File: src/rtl/mining_pkg.sv
// Shared mining types: hash state, sweep controller state encoding and width defaults.
package mining_pkg;

  localparam int NONCEBITS_DEF     = 32;
  localparam int JOBBITS_DEF       = 352;
  localparam int PARTITIONBITS_DEF = 1;

  typedef struct packed {
    logic [31:0] a, b, c, d, e, f, g, h;
  } HashState;

  typedef enum logic [1:0] {
    ST_IDLE   = 2'd0,
    ST_ISSUE  = 2'd1,
    ST_DRAIN  = 2'd2,
    ST_REPORT = 2'd3
  } nonce_sweep_state_e;

endpackage

File: src/rtl/result_tracker.sv
// Counts results returning from the chain tail and captures the first winning nonce of a job.
module result_tracker #(
  parameter int PARTITIONBITS = 1,
  parameter int NONCEBITS     = 32
) (
  input  logic                             clk,
  input  logic                             rst,
  input  logic                             clear,
  input  logic                             track,
  input  logic                             valid_final,
  input  logic                             newblock_final,
  input  logic                             victory,
  input  logic [PARTITIONBITS-1:0]         nonce_start,
  output logic [NONCEBITS-PARTITIONBITS:0] r_next,
  output logic                             win,
  output logic [NONCEBITS-1:0]             found_nonce
);

  localparam int S = NONCEBITS - PARTITIONBITS;
  localparam logic [S:0] one = (S+1)'(1);

  logic [S:0]   r_q;
  logic [S-1:0] sub_nonce;

  // Results come back in issue order, so the running count is the sub-nonce of the next result.
  always_comb begin
    r_next    = r_q;
    sub_nonce = newblock_final ? '0 : r_q[S-1:0];
    if (track && valid_final) begin
      r_next = newblock_final ? one : r_q + one;
    end
  end

  always_ff @(posedge clk) begin
    if (rst || clear) begin
      r_q         <= '0;
      win         <= 1'b0;
      found_nonce <= '0;
    end else begin
      r_q <= r_next;
      if (track && valid_final && victory && !win) begin
        win         <= 1'b1;
        found_nonce <= {nonce_start, sub_nonce};
      end
    end
  end

endmodule

File: src/rtl/nonce_sweep_controller.sv
// Issues one candidate nonce per cycle for the current job, drains the chain, then reports.
// Handshake: a job transfers on the rising edge where job_valid && job_ready are both high.
module nonce_sweep_controller
  import mining_pkg::*;
#(
  parameter int PARTITIONBITS = PARTITIONBITS_DEF,
  parameter int NONCEBITS     = NONCEBITS_DEF,
  parameter int JOBBITS       = JOBBITS_DEF
) (
  input  logic                               clk,
  input  logic                               rst,
  input  logic                               job_valid,
  output logic                               job_ready,
  input  logic [JOBBITS-1:0]                 job_data,
  input  logic                               abort,
  output logic                               core_valid,
  output logic                               core_newblock,
  output logic [JOBBITS-1:0]                 core_data,
  output logic [NONCEBITS-PARTITIONBITS-1:0] core_nonce,
  input  logic                               valid_final,
  input  logic                               newblock_final,
  input  logic                               victory,
  input  logic [PARTITIONBITS-1:0]           nonce_start,
  output logic                               found_valid,
  output logic [NONCEBITS-1:0]               found_nonce,
  output logic                               exhausted,
  output logic                               busy
);

  localparam int S = NONCEBITS - PARTITIONBITS;
  localparam logic [S:0] sweep_len = {1'b1, {S{1'b0}}};
  localparam logic [S:0] one       = (S+1)'(1);

  nonce_sweep_state_e state, state_next;

  logic [S:0] issue_q;
  logic [S:0] r_next;
  logic       aborted_q;
  logic       win;
  logic       accept;
  logic       track;
  logic       victory_hit;
  logic       stop_issue;

  assign accept      = (state == ST_IDLE) && job_valid;
  assign track       = (state == ST_ISSUE) || (state == ST_DRAIN);
  assign victory_hit = track && valid_final && victory;
  assign stop_issue  = (issue_q == sweep_len) || victory_hit || abort;

  result_tracker #(
    .PARTITIONBITS (PARTITIONBITS),
    .NONCEBITS     (NONCEBITS)
  ) u_result_tracker (
    .clk            (clk),
    .rst            (rst),
    .clear          (accept),
    .track          (track),
    .valid_final    (valid_final),
    .newblock_final (newblock_final),
    .victory        (victory),
    .nonce_start    (nonce_start),
    .r_next         (r_next),
    .win            (win),
    .found_nonce    (found_nonce)
  );

  always_comb begin
    state_next  = state;
    job_ready   = 1'b0;
    found_valid = 1'b0;
    exhausted   = 1'b0;
    case (state)
      ST_IDLE: begin
        job_ready = 1'b1;
        if (job_valid) state_next = ST_ISSUE;
      end
      ST_ISSUE:  if (stop_issue) state_next = ST_DRAIN;
      // r_next already includes a result landing this cycle.
      ST_DRAIN:  if (r_next == issue_q) state_next = ST_REPORT;
      ST_REPORT: begin
        found_valid = win;
        exhausted   = !win && !aborted_q;
        state_next  = ST_IDLE;
      end
      default: state_next = ST_IDLE;
    endcase
  end

  assign busy = (state != ST_IDLE);

  // Beats are registered: the beat for count I is loaded on the edge that moves I to I+1.
  always_ff @(posedge clk) begin
    if (rst) begin
      state         <= ST_IDLE;
      issue_q       <= '0;
      aborted_q     <= 1'b0;
      core_valid    <= 1'b0;
      core_newblock <= 1'b0;
      core_nonce    <= '0;
      core_data     <= '0;
    end else begin
      state         <= state_next;
      core_valid    <= 1'b0;
      core_newblock <= 1'b0;
      if (accept) begin
        core_data     <= job_data;
        core_valid    <= 1'b1;
        core_newblock <= 1'b1;
        core_nonce    <= '0;
        issue_q       <= one;
        aborted_q     <= 1'b0;
      end else if (state == ST_ISSUE) begin
        if (stop_issue) begin
          aborted_q <= abort && !victory_hit;
        end else begin
          core_valid <= 1'b1;
          core_nonce <= issue_q[S-1:0];
          issue_q    <= issue_q + one;
        end
      end
    end
  end

endmodule
File: config.mk
export PLATFORM = sky130hd
export DESIGN_NAME = nonce_sweep_controller
export DESIGN_NICKNAME = d
export VERILOG_FILES = /design/src/rtl/mining_pkg.sv /design/src/rtl/result_tracker.sv /design/src/rtl/nonce_sweep_controller.sv
export SDC_FILE = /design/constraint.sdc
export NUM_CORES = 1
export LEC_CHECK = 0
export ABC_AREA = 1
export CORE_AREA = 2 2 303 305
export DETAILED_ROUTE_END_ITERATION = 8
export DIE_AREA = 0 0 305 307
export MAX_ROUTING_LAYER = met4
export PLACE_DENSITY = 0.42
export SLEW_MARGIN = 20
export SYNTH_ARGS = -nofsm -noshare
export SYNTH_HDL_FRONTEND = slang
export SYNTH_HIERARCHICAL = 1
export SYNTH_SLANG_ARGS = --single-unit
File: constraint.sdc
create_clock -name clk -period 4.1 [get_ports clk]
set_clock_uncertainty 0.15 [all_clocks]
set_input_delay 0.41 -clock clk [delete_from_list [all_inputs] [get_ports clk]]
set_output_delay 0.41 -clock clk [all_outputs]
set_load 0.005 [all_outputs]
## Word level (Yosys, flattened, before mapping)

Cells that the tools add are included.

| word-level totals | value |
|---|---|
| input port bits | 360 |
| output and inout bits | 421 |
| word-level logic and storage cells | 61 |
| bits in registers | 485 |

| cells by class | value |
|---|---|
| mux-type cells | 17 |
| add/subtract/negate cells | 2 |
| reductions and logical operators | 21 |
| equality and inequality tests | 9 |
| bitwise operators | 1 |

Operator list:

| operator | number |
|---|---|
| adder 32 x 1 -> 32 bit (second input constant) | 2 |
| 2-to-1 mux 32 bit | 2 |
| == test 32 bit | 1 |
| == test 32 bit (second input constant) | 1 |
| 2-to-1 mux 31 bit | 1 |
| 2-to-1 mux 1 bit | 10 |
| case mux 2 bit (4 select lines) | 1 |
| logical AND 1 bit | 6 |
| 2-to-1 mux 2 bit | 3 |
| AND reduction 2 bit | 3 |
| == test 2 bit (second input constant) | 2 |
| logical OR 1 bit | 4 |
| != test 2 x 1 -> 1 bit (second input constant) | 2 |
| != test 2 bit (second input constant) | 2 |
| nonzero test 2 bit | 2 |
| zero test 1 bit | 3 |
| AND reduction 3 bit | 1 |
| == test 2 x 1 -> 1 bit (second input constant) | 1 |
| zero test 2 bit | 1 |
| OR reduction 2 bit | 1 |
| inverter 1 bit | 1 |

## Depth between registers and ports, before layout

Gate-level depths: netlist of run 1.

| logic depth | value |
|---|---|
| depth in word-level cells | 9 |
| gate-level depth with buffers | 22 |

## Cells and area by module

The synthesis of run 1 kept the hierarchy.

By module, submodules not included:

| module | instances | area each (µm²) | cells each | seq. area each (µm²) |
|---|---|---|---|---|
| nonce_sweep_controller | 1 | 14,308.7 | 1,372 | 8,408.1 |
| result_tracker | 1 | 3,328.2 | 497 | 1,301.2 |

## Worst setup path after synthesis of run 1

OpenSTA, ideal clock, no wires.

| path | value |
|---|---|
| kind | register to register |
| from | register state[0] |
| to | register state[0] |
| library setup time | 115 ps |
| stages on the path, launching flop included | 20 |
| arrival time | 2,287 ps |
| slack | 1,548 ps |
| cell sequence | dfxtp_1 -> inv_1 -> ha_1 -> nand2_2 -> buf_6 -> nor2_4 -> inv_1 -> buf_2 -> nand2_1 -> nor2_1 -> xnor2_1 -> nand2_1 -> nor2_1 -> nand2_1 -> nor2_1 -> nand2_1 -> nand2_1 -> nand3_1 -> nand2_1 -> nor2_1 |

| on the way | value |
|---|---|
| elaborated cells between the ends (all ways) | 16 |

RTL lines:

| what | RTL line | source |
|---|---|---|
| start, declared | nonce_sweep_controller.sv:34 | `nonce_sweep_state_e state, state_next;` |
| start signal, assigned | nonce_sweep_controller.sv:102 | `state <= state_next;` |
| == test 2 x 1 -> 1 bit / == test 2 bit (equally long branches) | nonce_sweep_controller.sv:46 | `assign track = (state == ST_ISSUE) \|\| (state == ST_DRAIN);` |
| logical OR 1 bit * | nonce_sweep_controller.sv:46 |  |
| logical AND 1 bit * | result_tracker.sv:29 | `if (track && valid_final) begin` |
| 2-to-1 mux 32 bit * | result_tracker.sv:29 |  |
| via r_next[29] | nonce_sweep_controller.sv:37 | `logic [S:0] r_next;` |
| == test 32 bit * | nonce_sweep_controller.sv:79 | `ST_DRAIN: if (r_next == issue_q) state_next = ST_REPORT;` |
| != test 2 x 1 -> 1 bit (no line) * | n/a |  |
| AND reduction 3 bit (no line) * | n/a |  |

The timed path passes the listed nets; every way through them passes the cells marked *.
A chain may end at the register's enable or synchronous reset.

==> out/metrics.cfg, run 1 <==
[place]
placed_cell_area_um2=26600
placed_cells=3727
finalWeightedCongestion=0.882
io_buffers=780
dp_hpwl_mm=71.6

[die]
initial_core_util=0.194
ios=781
die_h_um=307
dieArea_um2=93600
rows=111
core_area_um2=90700
die_x_um=305

[routing]
drtIter0Drc=1067
routedWlPerCell_um=24.0
wl_mm=92.3
drcViolationCount=0
drtPass1Iterations=5
via_per_inst=4.34
detail-route-antenna-nets=0
via_count=16700

[synth]
synthTopCellsByCount=dfxtp_1, a22o_1, nand2_1
synth_compound_area_frac=0.217
yosysWarnings=6
synth_edf_count=0
avgSynthCellArea_um2=9.44
syn_nets=2236
async_flop_share=0
yosysTopAreaCellShare=0.551
synthCells=1869
syn_area_um2=17600
seq_area_frac_synth=0.551
yosys.area_share.adder=0.00497
synth-simple-area-share=0.153
synth_ff_type=dfxtp_1
ys_top_cells_by_area=dfxtp_1, a22o_1, nand2_1
synth_xor_area_frac=0.0159
ys_seq_elements=485
synth_mux_area_frac=0
yosys.area.top_type=dfxtp_1
yosysMostFrequentCell=dfxtp_1
yosysUniqueCellTypes=40
synth_top_family_by_area=compound AO/OA/AOI/OAI gates

[timing]
fin_crit_ns=3.21
slew_headroom=0.178
finalHoldViolCount=0
setup_viol=0
tns_ns=0
max_freq_ghz=0.312
hold_slack_ns=0.210
rsz0062_at_grt=no
tightest_slew_ns=1.23
min_period_over_period=0.783
final_max_slew_viol_count=0

[global_route]
antenna_found_initial=23
grt_use_total=0.195
grt_pass1_vias=17100
grt-ovfl-total=0
grt_pass1_wl_mm=129
grt_max_degree=202

[setup_path]
cp_max_fo=12
path_cells=inv_1 > ha_1 > nand2_2 > nor2_4 > nand3_2 > nor2_4 > nand2_1 > nand2_1 > nand3_1 > inv_1 > nand2_1 > nand2_1 > nand2_1 > nor2_1 > nand2_1 > nor2_1 > nand2_1 > nand2_1 > nand3_1 > nand2_1 > nor2_1
rrSetupSlack_ns=0.89
cp-end-kind=flip-flop
rr_startpoint=state[0]
r2r_cells=21
startpoint_type=flip-flop
r2r_end=state[1]
crit_slowest_cell=dfxtp_1
startpoint=state[0]
critPathMaxStageDelay_ns=0.38
cp.required_ns=4.46
crit_arrival_ns=3.57
crit_top_cell=nand2_1
worstSetupPathType=reg -> reg

[clock_tree]
ctsRootBufferMaster=clkbuf_16
clock_latency_ns=0.62
postCtsHoldBufs=0
cts_resized=0
numCtsBuffers=59
path_clk_slew_ns=0.06
htreeDepth=2
postCtsSetupRepairBufs=0
tritoncts=done
cts_buffer_depth=3
numClockSinks=485

[final_layout]
nets=2969
fill_cells=9319
seq_area_um2=9710
postLayoutCellArea_um2=28700
multi_input_area_um2=6920
drive_gt1_frac=0.0637
instances_no_fill=3848
syn_to_final_growth_pct=62.5

[min_path]
min_path_cells=3
min_to=u_result_tracker/found_nonce[31]
hold_path.class=in -> reg
min_from=nonce_start

[power]
cellPowerDensity_nw_per_um2=541
internal_power_mw=11.0
comb_power_share=0.257
switching_share=0.292
worst_ir_drop_vdd_mv=0.305
p_clk_frac=0.358
switchingPower_mw=4.53
p_leak_nw=10.9
pwr-share-seq=0.385

[run_status]
status=finished clean

[job]
max_cap_violations=0

power by group through the flow:
stage          Sequential (mW)  Clock (mW)  Combinational, mW
2_1_floorplan             6.02           0               1.29
3_3_place_gp              6.04           0               4.05
3_5_place_dp              6.03           0               4.04
4_1_cts                   5.97        5.72               4.06
5_1_grt                   6.06        5.89               4.23
6_report                  5.97        5.55               3.98
flip-flops by register name (all words and copies together), names as in the netlist:
register,count
u_result_tracker/found_nonce,32
issue_q,32
state,2
u_result_tracker/r_q,32
core_data,352
aborted_q,1
core_valid,1
core_nonce,31
core_newblock,1
u_result_tracker/win,1
worst max-delay path by stage:
stage | endpoint
floorplan | state[0]
CTS | state[1]
global placement | state[1]
detailed placement | state[1]
global route | state[1]
finish | state[1]
worst max-delay path: cells and delay by family (launching register included):
kind | cells | cell delay [ns]
flip-flops | 1 | 0.38
AND/OR/NAND/NOR | 18 | 2.04
buffers and inverters | 2 | 0.18
adder cells (fa/ha/maj) | 1 | 0.34
stage by stage:
step / util / power [mW] / worst slack, ns
after floorplan: - / 7.32 / 1.55
after global placement: 0.293 / 10.1 / 0.696
after detailed placement: 0.293 / 10.1 / 0.733
after CTS: 0.316 / 15.8 / 0.836
after global routing: 0.316 / 16.2 / 0.547
final: 0.316 / 15.5 / 0.890
cells by family (layout without fill, tap and decap cells):
| family | after synthesis | count (layout) |
|---|---|---|
| adders and majority gates | 7 | 7 |
| buffers and inverters | 252 | 1034 |
| DFF | 485 | 485 |
| other | 0 | 11 |
| and+or+nand+nor | 594 | 594 |
| xor gates and xnor gates | 32 | 32 |
| AOI/OAI and AO/OA | 499 | 499 |
per-layer routing:
layer  GRT usage  wire length (um)
met1       0.219             36600
met3      0.0586              6890
met2       0.337             46300
met5           -                 0
met4      0.0515              2470
cell usage in the layout, fill, tap and decap left out, types with 2 or more instances in the layout:
master,count
ha_1,7
xor2_1,9
diode_2,11
a22o_1,352
a211oi_1,2
clkbuf_16,61
a21oi_1,97
o21ai_0,34
nor3_2,5
clkdlybuf4s50_1,780
nor3_1,33
nor2_4,9
nor3b_1,4
or2_2,2
clkinv_2,12
nand3_1,89
nor2_8,2
nand2_1,288
buf_12,5
nand2_2,7
nor4_1,3
nand3_4,2
a21boi_0,2
nor3_4,2
nor2_1,121
xnor2_1,23
nand2_4,3
inv_1,118
dfxtp_1,485
bufinv_16,6
nand3_2,6
nand4_1,9
o21ai_1,10
inv_2,10
clkbuf_1,12
nor2_2,8
buf_4,9
clkbuf_8,16
area by class of cell:
type	count	area share
clock buffer	89	0.0625
clock inverter	21	0.00925
antenna	11	0.000960
sequential	485	0.339
timing repair buffer	794	0.278
inverter	130	0.0171
tap	1186	0.0518
multi-input combinational	1132	0.241
Note: power is estimated with default switching activity, not from simulation.
==> run 2: changes to the inputs <==
- CORE_AREA: 2 2 303 305 -> 2 2 302 304
- DIE_AREA: 0 0 305 307 -> 0 0 304 306
- PLACE_DENSITY: 0.42 -> 0.43
- clock period: 4.1 -> 2.8 ns (I/O delays scaled with it)
==> run 2 against run 1 <==
- largest power group unchanged
- total power up 50%
- utilization up 1.4 points
- routed wire length up 3.9%
- global-route usage up 0.91 points
- sequential share of layout area down 0.99 points
- sequential power up 46%
- sequential cell count unchanged
- clock power up 50%
- critical path depth unchanged
==> out/metrics.cfg, run 2 (synthesis gave the netlist of run 1 again) <==
[die]
core_area_um2=89600  ; was 90,700 um^2
die_h_um=306  ; was 307 um
die_x_um=304  ; was 305 um
rows=110  ; was 111
ios=781  ; unchanged
dieArea_um2=93000  ; was 93,600 um^2
initial_core_util=0.197  ; was 0.194

[final_layout]
drive_gt1_frac=0.0997  ; was 0.0637
mostFrequentLayoutCells=clkdlybuf4s50_1, dfxtp_1, a22o_1, nand2_1  ; was clkdlybuf4s50_1, dfxtp_1, a22o_1, nand2_1, nor2_1
nets=3048  ; was 2,969
final_common_cell=clkdlybuf4s50_1  ; unchanged
largest_reg_flops=352  ; unchanged
syn_to_final_growth_pct=67.4  ; was 62.5%
largest-register=core_data  ; unchanged
fin_util=0.330  ; was 0.316

[power]
comb_power_share=0.268  ; was 0.257
p_leak_nw=11.4  ; was 10.9 nW
p_clk_frac=0.358  ; about the same
pwr-share-seq=0.375  ; was 0.385
totalPowerFinal_mw=23.3  ; was 15.5 mW
internal_power_mw=16.4  ; was 11.0 mW
cellPowerDensity_nw_per_um2=789  ; was 541 nW/um^2
switching_share=0.294  ; was 0.292
worst_ir_drop_vdd_mv=0.436  ; was 0.305 mV
switchingPower_mw=6.84  ; was 4.53 mW

[timing]
final_max_slew_viol_count=0  ; unchanged
tightest_slew_ns=0.972  ; was 1.23 ns
max_freq_ghz=0.367  ; was 0.312 GHz
finalHoldViolCount=0  ; unchanged
rsz0062_at_grt=yes  ; was no
min_period_over_period=0.973  ; was 0.783
finalWorstSetupSlack_ns=0.0769  ; was 0.890 ns
slew_headroom=0.351  ; was 0.178
fin_crit_ns=2.72  ; was 3.21 ns
setup_viol=0  ; unchanged

[routing]
drtPass1Iterations=5  ; unchanged
routedWlPerCell_um=24.5  ; was 24.0 um
detail-route-antenna-nets=0  ; unchanged
wl_mm=96.0  ; was 92.3 mm
drcViolationCount=0  ; unchanged
via_count=17100  ; was 16.7k
drtIter0Drc=1191  ; was 1,067
via_per_inst=4.37  ; was 4.34

[place]
finalWeightedCongestion=0.919  ; was 0.882
io_buffers=780  ; unchanged
post-place-ws_ns=-0.298  ; was 0.733 ns
dp_hpwl_mm=75.9  ; was 71.6 mm

[clock_tree]
numCtsBuffers=60  ; was 59
cts_buffer_depth=3  ; unchanged
numClockSinks=485  ; unchanged
path_clk_slew_ns=0.06  ; about the same
ctsRootBufferMaster=clkbuf_16  ; unchanged
clock_latency_ns=0.65  ; was 0.62 ns
htreeDepth=2  ; unchanged
tritoncts=done  ; unchanged

[run_status]
status=finished clean  ; unchanged

[setup_path]
cp_max_fo=5  ; was 12
cp-end-kind=flip-flop  ; unchanged
worstSetupPathType=reg -> reg  ; unchanged
cp.required_ns=3.18  ; was 4.46 ns
crit_arrival_ns=3.10  ; was 3.57 ns
startpoint_type=flip-flop  ; unchanged

[global_route]
antenna_found_initial=29  ; was 23
grt_max_degree=97  ; was 202
grt_pass1_vias=17300  ; was 17.1k
grt_use_total=0.204  ; was 0.195
grt-ovfl-total=0  ; unchanged
grt_pass1_wl_mm=134  ; was 129 mm

[job]
max_cap_violations=0  ; unchanged

[min_path]
hold_path.class=in -> reg  ; unchanged

==> run 2: worst max-delay path, cell delays in order, from the launching register on <==
cell and delay [ns]:
dfxtp_1 0.34, inv_2 0.06, ha_4 0.29, nand2_8 0.08, nor2_4 0.11, nand3_2 0.10
nor2_4 0.13, buf_6 0.12, buf_4 0.10, nand3_1 0.08, nand3_2 0.10, inv_1 0.05
xnor2_1 0.13, nand2_1 0.06, nor2_1 0.09, nand2_1 0.07, nor2_2 0.16, nand2_2 0.08
nand2_2 0.10, nand3_1 0.07, nand2_1 0.06, nor2_1 0.04
==> run 2: metrics by stage <==
stage / cell area, um^2 / hold WS (ns) / std cells / TNS, ns
5_1_grt: 29500 / 0.0489 / 3916 / -0.190
2_1_floorplan: 17600 / 0.244 / 1869 / 0
3_3_place_gp: 27200 / 0.303 / 3789 / -0.494
6_report: 29500 / 0.0794 / 3918 / 0
3_5_place_dp: 27200 / 0.303 / 3789 / -0.595
4_1_cts: 29400 / 0.0152 / 3900 / 0
==> run 2: final timing paths <==
path / endpoint / startpoint / slack [ns] / depth (start not counted)
worst max-delay path: state[0] / state[0] / 0.08 / 21
worst min-delay path: core_data[71] / job_data[71] / 0.08 / 2
worst max register to register: state[0] / state[0] / 0.08 / 21
worst min register to register: u_result_tracker/found_nonce[30] / u_result_tracker/found_nonce[30] / 0.32 / 2
==> run 2: layer usage <==
| layer | vias up | routed length (um) | global-route usage |
|---|---|---|---|
| met1 | 8193 | 38600 | 0.235 |
| met2 | 642 | 47300 | 0.343 |
| met4 | 0 | 2580 | 0.0688 |
| met5 | - | 0 | - |
| met3 | 122 | 7500 | 0.0571 |
| li1 | 8155 | - | - |
==> run 2: cell type report <==
cell class	instances	area [um^2]
inverters	130	490
multi-input cells	1132	7020
flip-flops and latches	485	9710
well taps	1176	1470
diodes	13	32.5
clock buffers	89	1800
repair buffers	872	8700
clock inverters	21	302
fillers	9153	60100
==> run 2: power groups by stage <==
stage,combinational (mW),clock [mW],sequential (mW)
after CTS,6.29,8.57,8.70
after global routing,6.61,8.83,8.84
after detailed placement,6.19,0,8.81
after floorplan,1.89,0,8.82
after global placement,6.21,0,8.83
final,6.23,8.33,8.72
==> run 2: timing repair <==
| action | in CTS | in global routing |
|---|---|---|
| endpoints found under the hold margin | 1 | 0 |
| endpoints found under the setup margin | 2 | 2 |
| cloned | 0 | 0 |
| buffers inserted | 0 | 5 |
| hold buffers | 1 | 0 |
| gates resized for setup | 10 | 25 |
| pin swaps | 2 | 20 |
